### src/rtl/vga_pixel_gen_pkg.sv
// Shared constants and types for the VGA pixel generator.
// Display geometry, ROM latency, sprite size and transparency key live here
// so the top level, the sprite hit calculator and the bench agree on them.
package vga_pixel_gen_pkg;

    // Display-area coordinate widths (640 columns, 480 rows).
    localparam int H_DISP_LEN     = 10;
    localparam int V_DISP_LEN     = 9;

    // Request-to-pixel latency: one address register plus one ROM cycle.
    localparam int ROM_READ_DELAY = 2;

    // Background is a 320x240 image shown pixel-doubled.
    localparam int BG_ADDR_LEN    = 17;
    localparam int BG_WIDTH       = 320;

    // Square sprite, 32x32 pixels, one ROM word per pixel.
    localparam int SPR_SIZE       = 32;
    localparam int SPR_ADDR_LEN   = 10;

    localparam int RGB_LEN        = 12;
    localparam int FRAME_CNT_LEN  = 8;

    // Sprite colour treated as "see-through" to the background.
    localparam logic [RGB_LEN-1:0] TRANSP_KEY = 12'hF0F;

    typedef logic [H_DISP_LEN-1:0] x_addr_t;
    typedef logic [V_DISP_LEN-1:0] y_addr_t;

    // Per-pixel tag carried alongside the ROM read so it lines up with the data.
    typedef struct packed {
        logic valid;
        logic hit;
    } pix_tag_t;

    // Background ROM address for a display pixel: halve both coordinates to
    // map the 640x480 screen onto the 320x240 source image.
    function automatic logic [BG_ADDR_LEN-1:0] calc_bg_addr(input x_addr_t x, input y_addr_t y);
        logic [BG_ADDR_LEN-1:0] row;
        logic [BG_ADDR_LEN-1:0] col;
        row = BG_ADDR_LEN'(y >> 1);
        col = BG_ADDR_LEN'(x >> 1);
        return row * BG_ADDR_LEN'(BG_WIDTH) + col;
    endfunction

endpackage

### src/rtl/vga_pixel_gen_if.sv
// Pixel-request bus from the VGA timing driver to the pixel generator.
//
// Handshake: req_i is a valid-only strobe. The generator has no ready signal
// and accepts one request per clock whenever req_i=1; req_x_addr_i and
// req_y_addr_i are only meaningful in that cycle. disp_i and v_sync_i are
// free-running timing levels, not part of the request.
interface vga_pixel_gen_if;
    import vga_pixel_gen_pkg::*;

    logic    req_i;
    x_addr_t req_x_addr_i;
    y_addr_t req_y_addr_i;
    logic    disp_i;
    logic    v_sync_i;

    // Timing driver side.
    modport master (
        output req_i,
        output req_x_addr_i,
        output req_y_addr_i,
        output disp_i,
        output v_sync_i
    );

    // Pixel generator side.
    modport slave (
        input req_i,
        input req_x_addr_i,
        input req_y_addr_i,
        input disp_i,
        input v_sync_i
    );

endinterface

### src/rtl/vga_pixel_gen_spr_hit_calc.sv
// Sprite hit test and sprite ROM address for one requested pixel.
// Purely combinational; the caller registers the results. Comparisons are
// done one bit wider than the coordinates so a sprite near the right or
// bottom edge never wraps around to column/row 0.
module vga_pixel_gen_spr_hit_calc
    import vga_pixel_gen_pkg::*;
(
    input  x_addr_t                 i_x,
    input  y_addr_t                 i_y,
    input  x_addr_t                 i_spr_x,
    input  y_addr_t                 i_spr_y,
    output logic                    o_hit,
    output logic [SPR_ADDR_LEN-1:0] o_addr
);

    logic [H_DISP_LEN:0]   w_x_ext;
    logic [H_DISP_LEN:0]   w_sx_lo;
    logic [H_DISP_LEN:0]   w_sx_hi;
    logic [V_DISP_LEN:0]   w_y_ext;
    logic [V_DISP_LEN:0]   w_sy_lo;
    logic [V_DISP_LEN:0]   w_sy_hi;
    logic                  w_hit_x;
    logic                  w_hit_y;
    x_addr_t               w_dx;
    y_addr_t               w_dy;

    assign w_x_ext = {1'b0, i_x};
    assign w_sx_lo = {1'b0, i_spr_x};
    assign w_sx_hi = w_sx_lo + (H_DISP_LEN+1)'(SPR_SIZE);
    assign w_y_ext = {1'b0, i_y};
    assign w_sy_lo = {1'b0, i_spr_y};
    assign w_sy_hi = w_sy_lo + (V_DISP_LEN+1)'(SPR_SIZE);

    assign w_dx = i_x - i_spr_x;
    assign w_dy = i_y - i_spr_y;

    // Window test in both axes, then row-major offset inside the sprite.
    always_comb begin
        w_hit_x = (w_x_ext >= w_sx_lo) && (w_x_ext < w_sx_hi);
        w_hit_y = (w_y_ext >= w_sy_lo) && (w_y_ext < w_sy_hi);
        o_hit   = w_hit_x && w_hit_y;
        o_addr  = '0;
        if (o_hit) begin
            o_addr = SPR_ADDR_LEN'(w_dy) * SPR_ADDR_LEN'(SPR_SIZE) + SPR_ADDR_LEN'(w_dx);
        end
    end

endmodule

### src/rtl/vga_pixel_gen.sv
// VGA pixel generator: turns pixel requests into ROM addresses and, two
// clocks later, an RGB444 colour built from the background image with an
// optional 32x32 sprite overlaid on top.
//
// Build option: define SPRITE_OVERLAY_EN to compile in the sprite path
// (hit test, sprite ROM address, shadow position registers, colour key).
// Without it the sprite inputs are ignored, spr_rom_addr_o is 0 and the
// output is background only, with the same two-cycle latency.
//
// Sprite position is sampled once per frame (on the rising edge of the
// registered v_sync) so a mid-frame move never tears the image.
module vga_pixel_gen
    import vga_pixel_gen_pkg::*;
(
    input  logic                     clk,
    input  logic                     rst,
    vga_pixel_gen_if.slave           pix_if,
    input  x_addr_t                  spr_x_i,
    input  y_addr_t                  spr_y_i,
    output logic [BG_ADDR_LEN-1:0]   bg_rom_addr_o,
    input  logic [RGB_LEN-1:0]       bg_rom_data_i,
    output logic [SPR_ADDR_LEN-1:0]  spr_rom_addr_o,
    input  logic [RGB_LEN-1:0]       spr_rom_data_i,
    output logic [RGB_LEN-1:0]       rgb_o,
    output logic                     frame_tick_o,
    output logic [FRAME_CNT_LEN-1:0] frame_cnt_o
);

    logic [BG_ADDR_LEN-1:0]            r_bg_addr;
    pix_tag_t [ROM_READ_DELAY-1:0]     r_tag_pipe;
    pix_tag_t                          w_tag_in;
    logic                              w_hit;
    logic                              r_vsync_q;
    logic                              w_frame_start;
    logic                              r_frame_tick;
    logic [FRAME_CNT_LEN-1:0]          r_frame_cnt;
    logic [RGB_LEN-1:0]                w_rgb;

    // A frame begins when v_sync leaves its active-low pulse.
    assign w_frame_start = pix_if.v_sync_i & ~r_vsync_q;

`ifdef SPRITE_OVERLAY_EN
    x_addr_t                   r_spr_x_shadow;
    y_addr_t                   r_spr_y_shadow;
    logic [SPR_ADDR_LEN-1:0]   r_spr_addr;
    logic [SPR_ADDR_LEN-1:0]   w_spr_addr;

    // Latch the sprite position at frame start; it stays fixed for the frame.
    always_ff @(posedge clk) begin
        if (rst) begin
            r_spr_x_shadow <= '0;
            r_spr_y_shadow <= '0;
        end else if (w_frame_start) begin
            r_spr_x_shadow <= spr_x_i;
            r_spr_y_shadow <= spr_y_i;
        end
    end

    vga_pixel_gen_spr_hit_calc u_spr_hit_calc (
        .i_x     (pix_if.req_x_addr_i),
        .i_y     (pix_if.req_y_addr_i),
        .i_spr_x (r_spr_x_shadow),
        .i_spr_y (r_spr_y_shadow),
        .o_hit   (w_hit),
        .o_addr  (w_spr_addr)
    );

    // Sprite ROM address register; parked at 0 when there is no hit.
    always_ff @(posedge clk) begin
        if (rst) begin
            r_spr_addr <= '0;
        end else if (pix_if.req_i && w_hit) begin
            r_spr_addr <= w_spr_addr;
        end else begin
            r_spr_addr <= '0;
        end
    end

    assign spr_rom_addr_o = r_spr_addr;
`else
    logic w_unused_spr;

    assign w_hit          = 1'b0;
    assign spr_rom_addr_o = '0;
    assign w_unused_spr   = ^{spr_x_i, spr_y_i, spr_rom_data_i, r_tag_pipe[ROM_READ_DELAY-1].hit};
`endif

    // Background ROM address register; parked at 0 when idle.
    always_ff @(posedge clk) begin
        if (rst) begin
            r_bg_addr <= '0;
        end else if (pix_if.req_i) begin
            r_bg_addr <= calc_bg_addr(pix_if.req_x_addr_i, pix_if.req_y_addr_i);
        end else begin
            r_bg_addr <= '0;
        end
    end

    assign bg_rom_addr_o = r_bg_addr;

    // Tag for the pixel entering the pipeline this cycle.
    always_comb begin
        w_tag_in       = '0;
        w_tag_in.valid = pix_if.req_i;
        w_tag_in.hit   = pix_if.req_i & w_hit;
    end

    // Valid/hit shift pipeline, aligned with the ROM data at its last stage.
    always_ff @(posedge clk) begin
        if (rst) begin
            r_tag_pipe <= '0;
        end else begin
            r_tag_pipe <= {r_tag_pipe[ROM_READ_DELAY-2:0], w_tag_in};
        end
    end

    // v_sync history, frame-start pulse and wrapping frame counter.
    always_ff @(posedge clk) begin
        if (rst) begin
            r_vsync_q    <= 1'b1;
            r_frame_tick <= 1'b0;
            r_frame_cnt  <= '0;
        end else begin
            r_vsync_q    <= pix_if.v_sync_i;
            r_frame_tick <= w_frame_start;
            if (w_frame_start) begin
                r_frame_cnt <= r_frame_cnt + 1'b1;
            end
        end
    end

    assign frame_tick_o = r_frame_tick;
    assign frame_cnt_o  = r_frame_cnt;

    // Output colour: blank outside the visible area, for empty slots and
    // while reset is held; sprite wins over background unless colour-keyed.
    always_comb begin
        w_rgb = '0;
        if (!rst && pix_if.disp_i && r_tag_pipe[ROM_READ_DELAY-1].valid) begin
            w_rgb = bg_rom_data_i;
`ifdef SPRITE_OVERLAY_EN
            if (r_tag_pipe[ROM_READ_DELAY-1].hit && (spr_rom_data_i != TRANSP_KEY)) begin
                w_rgb = spr_rom_data_i;
            end
`endif
        end
    end

    assign rgb_o = w_rgb;

endmodule

### src/flat_wrapper.sv
// flat-port wrapper written by rule: the top's interface ports become plain ports
module vga_pixel_gen_flat import vga_pixel_gen_pkg::*;
  (clk, rst, spr_x_i, spr_y_i, bg_rom_addr_o, bg_rom_data_i, spr_rom_addr_o, spr_rom_data_i, rgb_o, frame_tick_o, frame_cnt_o, pix_if_req_i, pix_if_req_x_addr_i, pix_if_req_y_addr_i, pix_if_disp_i, pix_if_v_sync_i);
  vga_pixel_gen_if pix_if_i ();
  input  logic clk;
  input  logic rst;
  input  x_addr_t spr_x_i;
  input  y_addr_t spr_y_i;
  output logic [BG_ADDR_LEN-1:0] bg_rom_addr_o;
  input  logic [RGB_LEN-1:0] bg_rom_data_i;
  output logic [SPR_ADDR_LEN-1:0] spr_rom_addr_o;
  input  logic [RGB_LEN-1:0] spr_rom_data_i;
  output logic [RGB_LEN-1:0] rgb_o;
  output logic frame_tick_o;
  output logic [FRAME_CNT_LEN-1:0] frame_cnt_o;
  input wire logic [$bits(pix_if_i.req_i)-1:0] pix_if_req_i;
  input wire logic [$bits(pix_if_i.req_x_addr_i)-1:0] pix_if_req_x_addr_i;
  input wire logic [$bits(pix_if_i.req_y_addr_i)-1:0] pix_if_req_y_addr_i;
  input wire logic [$bits(pix_if_i.disp_i)-1:0] pix_if_disp_i;
  input wire logic [$bits(pix_if_i.v_sync_i)-1:0] pix_if_v_sync_i;
  assign pix_if_i.req_i = pix_if_req_i;
  assign pix_if_i.req_x_addr_i = pix_if_req_x_addr_i;
  assign pix_if_i.req_y_addr_i = pix_if_req_y_addr_i;
  assign pix_if_i.disp_i = pix_if_disp_i;
  assign pix_if_i.v_sync_i = pix_if_v_sync_i;
  vga_pixel_gen u_core (.clk(clk), .rst(rst), .pix_if(pix_if_i), .spr_x_i(spr_x_i), .spr_y_i(spr_y_i), .bg_rom_addr_o(bg_rom_addr_o), .bg_rom_data_i(bg_rom_data_i), .spr_rom_addr_o(spr_rom_addr_o), .spr_rom_data_i(spr_rom_data_i), .rgb_o(rgb_o), .frame_tick_o(frame_tick_o), .frame_cnt_o(frame_cnt_o));
endmodule
### config.mk
export PLATFORM = sky130hd
export DESIGN_NAME = vga_pixel_gen_flat
export DESIGN_NICKNAME = d
export VERILOG_FILES = /design/src/rtl/vga_pixel_gen_pkg.sv /design/src/rtl/vga_pixel_gen_if.sv /design/src/rtl/vga_pixel_gen_spr_hit_calc.sv /design/src/rtl/vga_pixel_gen.sv /design/src/flat_wrapper.sv
export SDC_FILE = /design/constraint.sdc
export NUM_CORES = 1
export LEC_CHECK = 0
export ABC_AREA = 0
export CORE_MARGIN = 3
export CORE_UTILIZATION = 36
export CTS_BUF_LIST = sky130_fd_sc_hd__clkbuf_16
export CTS_CLUSTER_DIAMETER = 80
export DETAILED_ROUTE_END_ITERATION = 12
export PLACE_DENSITY = 0.91
export SKIP_CTS_REPAIR_TIMING = 1
export SKIP_LAST_GASP = 1
export SLEW_MARGIN = 15
export SYNTH_ARGS = -nofsm -noshare
export SYNTH_HDL_FRONTEND = slang
export SYNTH_SLANG_ARGS = --single-unit
### constraint.sdc
create_clock -name clk -period 2.9 [get_ports clk]
set_clock_uncertainty 0.05 [all_clocks]
set_input_delay 0.58 -clock clk [delete_from_list [all_inputs] [get_ports clk]]
set_output_delay 0.58 -clock clk [all_outputs]
set_load 0.05 [all_outputs]
==> results.sh <==
export IMPL_status="finished clean"
export IMPL_antenna_found_initial=0
export IMPL_powerDensity_nw_per_um2=455
export IMPL_ys_seq_area_frac=0.341
export IMPL_tritoncts="yes"
export IMPL_crit_path_top_delay_cell="clkdlybuf4s50_1"
export IMPL_clockBufferDepth=2
export IMPL_die_w_um=74.7
export IMPL_synth_avg_cell_area_sq_um=9.45
export IMPL_dpl_worst_slack_ns=-0.317
export IMPL_worstPathMaxFanout=3
export IMPL_finalHoldViolations=0
export IMPL_postPlaceCellArea_sq_um=2720
export IMPL_numCtsBuffers=5
export IMPL_start_util=0.383
export IMPL_drc=0
export IMPL_first_global_vias=1501
export IMPL_gp_congestion=0.805
export IMPL_viasPerCell=4.68
export IMPL_critPathMaxStageDelay_ns=0.43
export IMPL_yosys_warnings=0
export IMPL_synth_edf_count=0
export IMPL_nFillCells=343
export IMPL_synth_top_area_cell="dfxtp_1"
export IMPL_synth_async_reset_ratio=0
export IMPL_num_vias=1555
export IMPL_path_cells="clkdlybuf4s50_1 > ha_2 > ha_4 > fa_2 > xor2_2 > nand3_2 > nor4_4 > a21boi_2 > mux2_4"
export IMPL_grt_overflow=0
export IMPL_grt_max_degree=13
export IMPL_core_area_sq_um=4440
export IMPL_min_period_ns=2.85
export IMPL_grt_pass1_wl_um=6290
export IMPL_netlist_instances=180
export IMPL_cts_root_buf="clkbuf_16"
export IMPL_cp_arrival_ns=2.95
export IMPL_syn_area_sq_um=1700
export IMPL_drt_wirelength_per_cell_um=12.4
export IMPL_ff2ff_setup_slack_ns=1.47
export IMPL_ys_flop_type="dfxtp_1"
export IMPL_seq_area_sq_um=581
export IMPL_rows=24
export IMPL_wirelength_um=4110
export IMPL_required_ns=3.01
export IMPL_synth_cell_types=44
export IMPL_critPathLaunchType="input pin"
export IMPL_finalWorstSetupSlack_ns=0.0536
export IMPL_worst_pin_slew_ns=0.524
export IMPL_clock_latency_ns=0.27
export IMPL_finalInstanceArea_sq_um=2960
export IMPL_fin_util=0.667
export IMPL_numPortBuffers=71
export IMPL_clock_sinks=29
export IMPL_dieArea_sq_um=5580
export IMPL_drt_pass1_iterations=4
export IMPL_syn2layout_area_growth_pct=74.2
export IMPL_hold_ws_ns=0.405
export IMPL_drive_above_1_share=0.246
export IMPL_leakage_nw=1.24
export IMPL_ir_worst_vdd_mv=0.227
export IMPL_hold_path_class="flop to flop"
export IMPL_max_slew_margin=0.649
export IMPL_ant_nets=0
export IMPL_fin_crit_sh=0.982
export IMPL_ys_top_cells_by_count="dfxtp_1, and2_1, nor2_1"
export IMPL_nNetsFinal=364
export IMPL_n_antenna_cell=0
export IMPL_num_io_pins=115
export IMPL_slew_viol_final=0
export IMPL_grt_total_usage=0.144
export IMPL_ys_ff_latch=29
export IMPL_maxCapViolCount=0
export IMPL_path_clk_slew_ns=0.05
export IMPL_synthTopCellsByArea="dfxtp_1, ha_1, and2_1, buf_4, xor2_1"
export IMPL_path_class="input pin to flop"
export IMPL_htree_levels=2
export IMPL_setup_viol=0
export IMPL_synth_most_common_cell="dfxtp_1"
export IMPL_die_h_um=74.7
export IMPL_p_total_mw=1.35
export IMPL_fmax_mhz=351
export IMPL_multi_input_area_sq_um=1130
export IMPL_synth_top_area_frac=0.341
export IMPL_drtIter0Drc=36
export IMPL_hpwl_um=3290
export IMPL_worstSetupEndpointType="flop"
-- logic make-up (layout without fill, tap and decap cells) --
kind of cell,count (synthesis),in the layout,share of synthesized area
flip-flops,29,29,0.341
XOR/XNOR,14,14,0.0721
buffers and inverters,19,110,0.0640
other,1,10,0.00221
adder cells (fa/ha/maj),18,18,0.141
multiplexers,3,3,0.0213
AO/OA/AOI/OAI,22,22,0.110
AND/OR/NAND/NOR,74,74,0.247
-- worst paths after layout --
check                                                      endpoint                       startpoint  cells past startpoint
worst min register to register      u_core.r_tag_pipe[3]$_SDFF_PP0_  u_core.r_tag_pipe[1]$_SDFF_PP0_                      1
worst max register to register   u_core.frame_cnt_o[5]$_SDFFE_PP0P_      u_core.r_vsync_q$_SDFF_PP1_                      5
worst max-delay path            u_core.bg_rom_addr_o[15]$_SDFF_PP0_           pix_if_req_y_addr_i[1]                      9
worst min-delay path                u_core.r_tag_pipe[3]$_SDFF_PP0_  u_core.r_tag_pipe[1]$_SDFF_PP0_                      1
-- worst max-delay path: cells and delay by family --
kind,cells,cell delay (ns)
AOI/OAI and AO/OA,1,0.22
xor gates and xnor gates,1,0.20
adders and majority gates,3,0.77
buffers and inverters,1,0.43
muxes,1,0.31
and+or+nand+nor,2,0.45
-- final cells by class --
type / count / area share
clock inverters: 3 / 0.00591
repair buffers: 96 / 0.346
well taps: 52 / 0.0220
flip-flops and latches: 29 / 0.196
clock buffers: 5 / 0.0422
inverters: 6 / 0.00760
multi-input cells: 141 / 0.380
-- layer usage --
metal	wire, um	GRT usage
met5	0	0
met4	85	0.0652
met3	265	0.0374
met2	2160	0.261
met1	1590	0.157
-- power by group --
part | total [mW] | switching [mW] | internal (mW)
combinational | 0.444 | 0.238 | 0.206
sequential | 0.425 | 0.00580 | 0.419
clock | 0.479 | 0.166 | 0.313
total | 1.35 | 0.410 | 0.938
-- through the flow --
stage / setup TNS (ns) / instances
CTS: -0.0321 / 330
global route: -0.0490 / 332
global placement: -0.760 / 322
detailed placement: -0.859 / 322
floorplan: 0 / 189
finish: 0 / 332
-- placed cells by master, fill, tap and decap left out, types with 2 or more instances in the layout --
master	count
a211oi_1	3
a211oi_2	2
a21o_1	3
a21oi_1	3
and2_1	21
and3_1	2
buf_12	12
buf_4	25
clkbuf_16	5
clkdlybuf4s50_1	56
clkinv_2	2
conb_1	10
dfxtp_1	29
dlymetal6s2s_1	3
ha_1	11
ha_4	4
inv_1	4
inv_2	2
nand2_1	4
nand2b_1	4
nand3_1	4
nand3_2	2
nor2_1	18
nor2b_1	6
o21ai_0	3
o21bai_1	2
or2_2	2
xnor2_1	6
xor2_1	7
-- registers in the layout, summed over array words and instances (netlist names) --
signal and flops:
u_core.r_tag_pipe 2, u_core.frame_tick_o 1, u_core.frame_cnt_o 8, u_core.bg_rom_addr_o 17, u_core.r_vsync_q 1
Note: power is estimated with default switching activity, not from simulation.
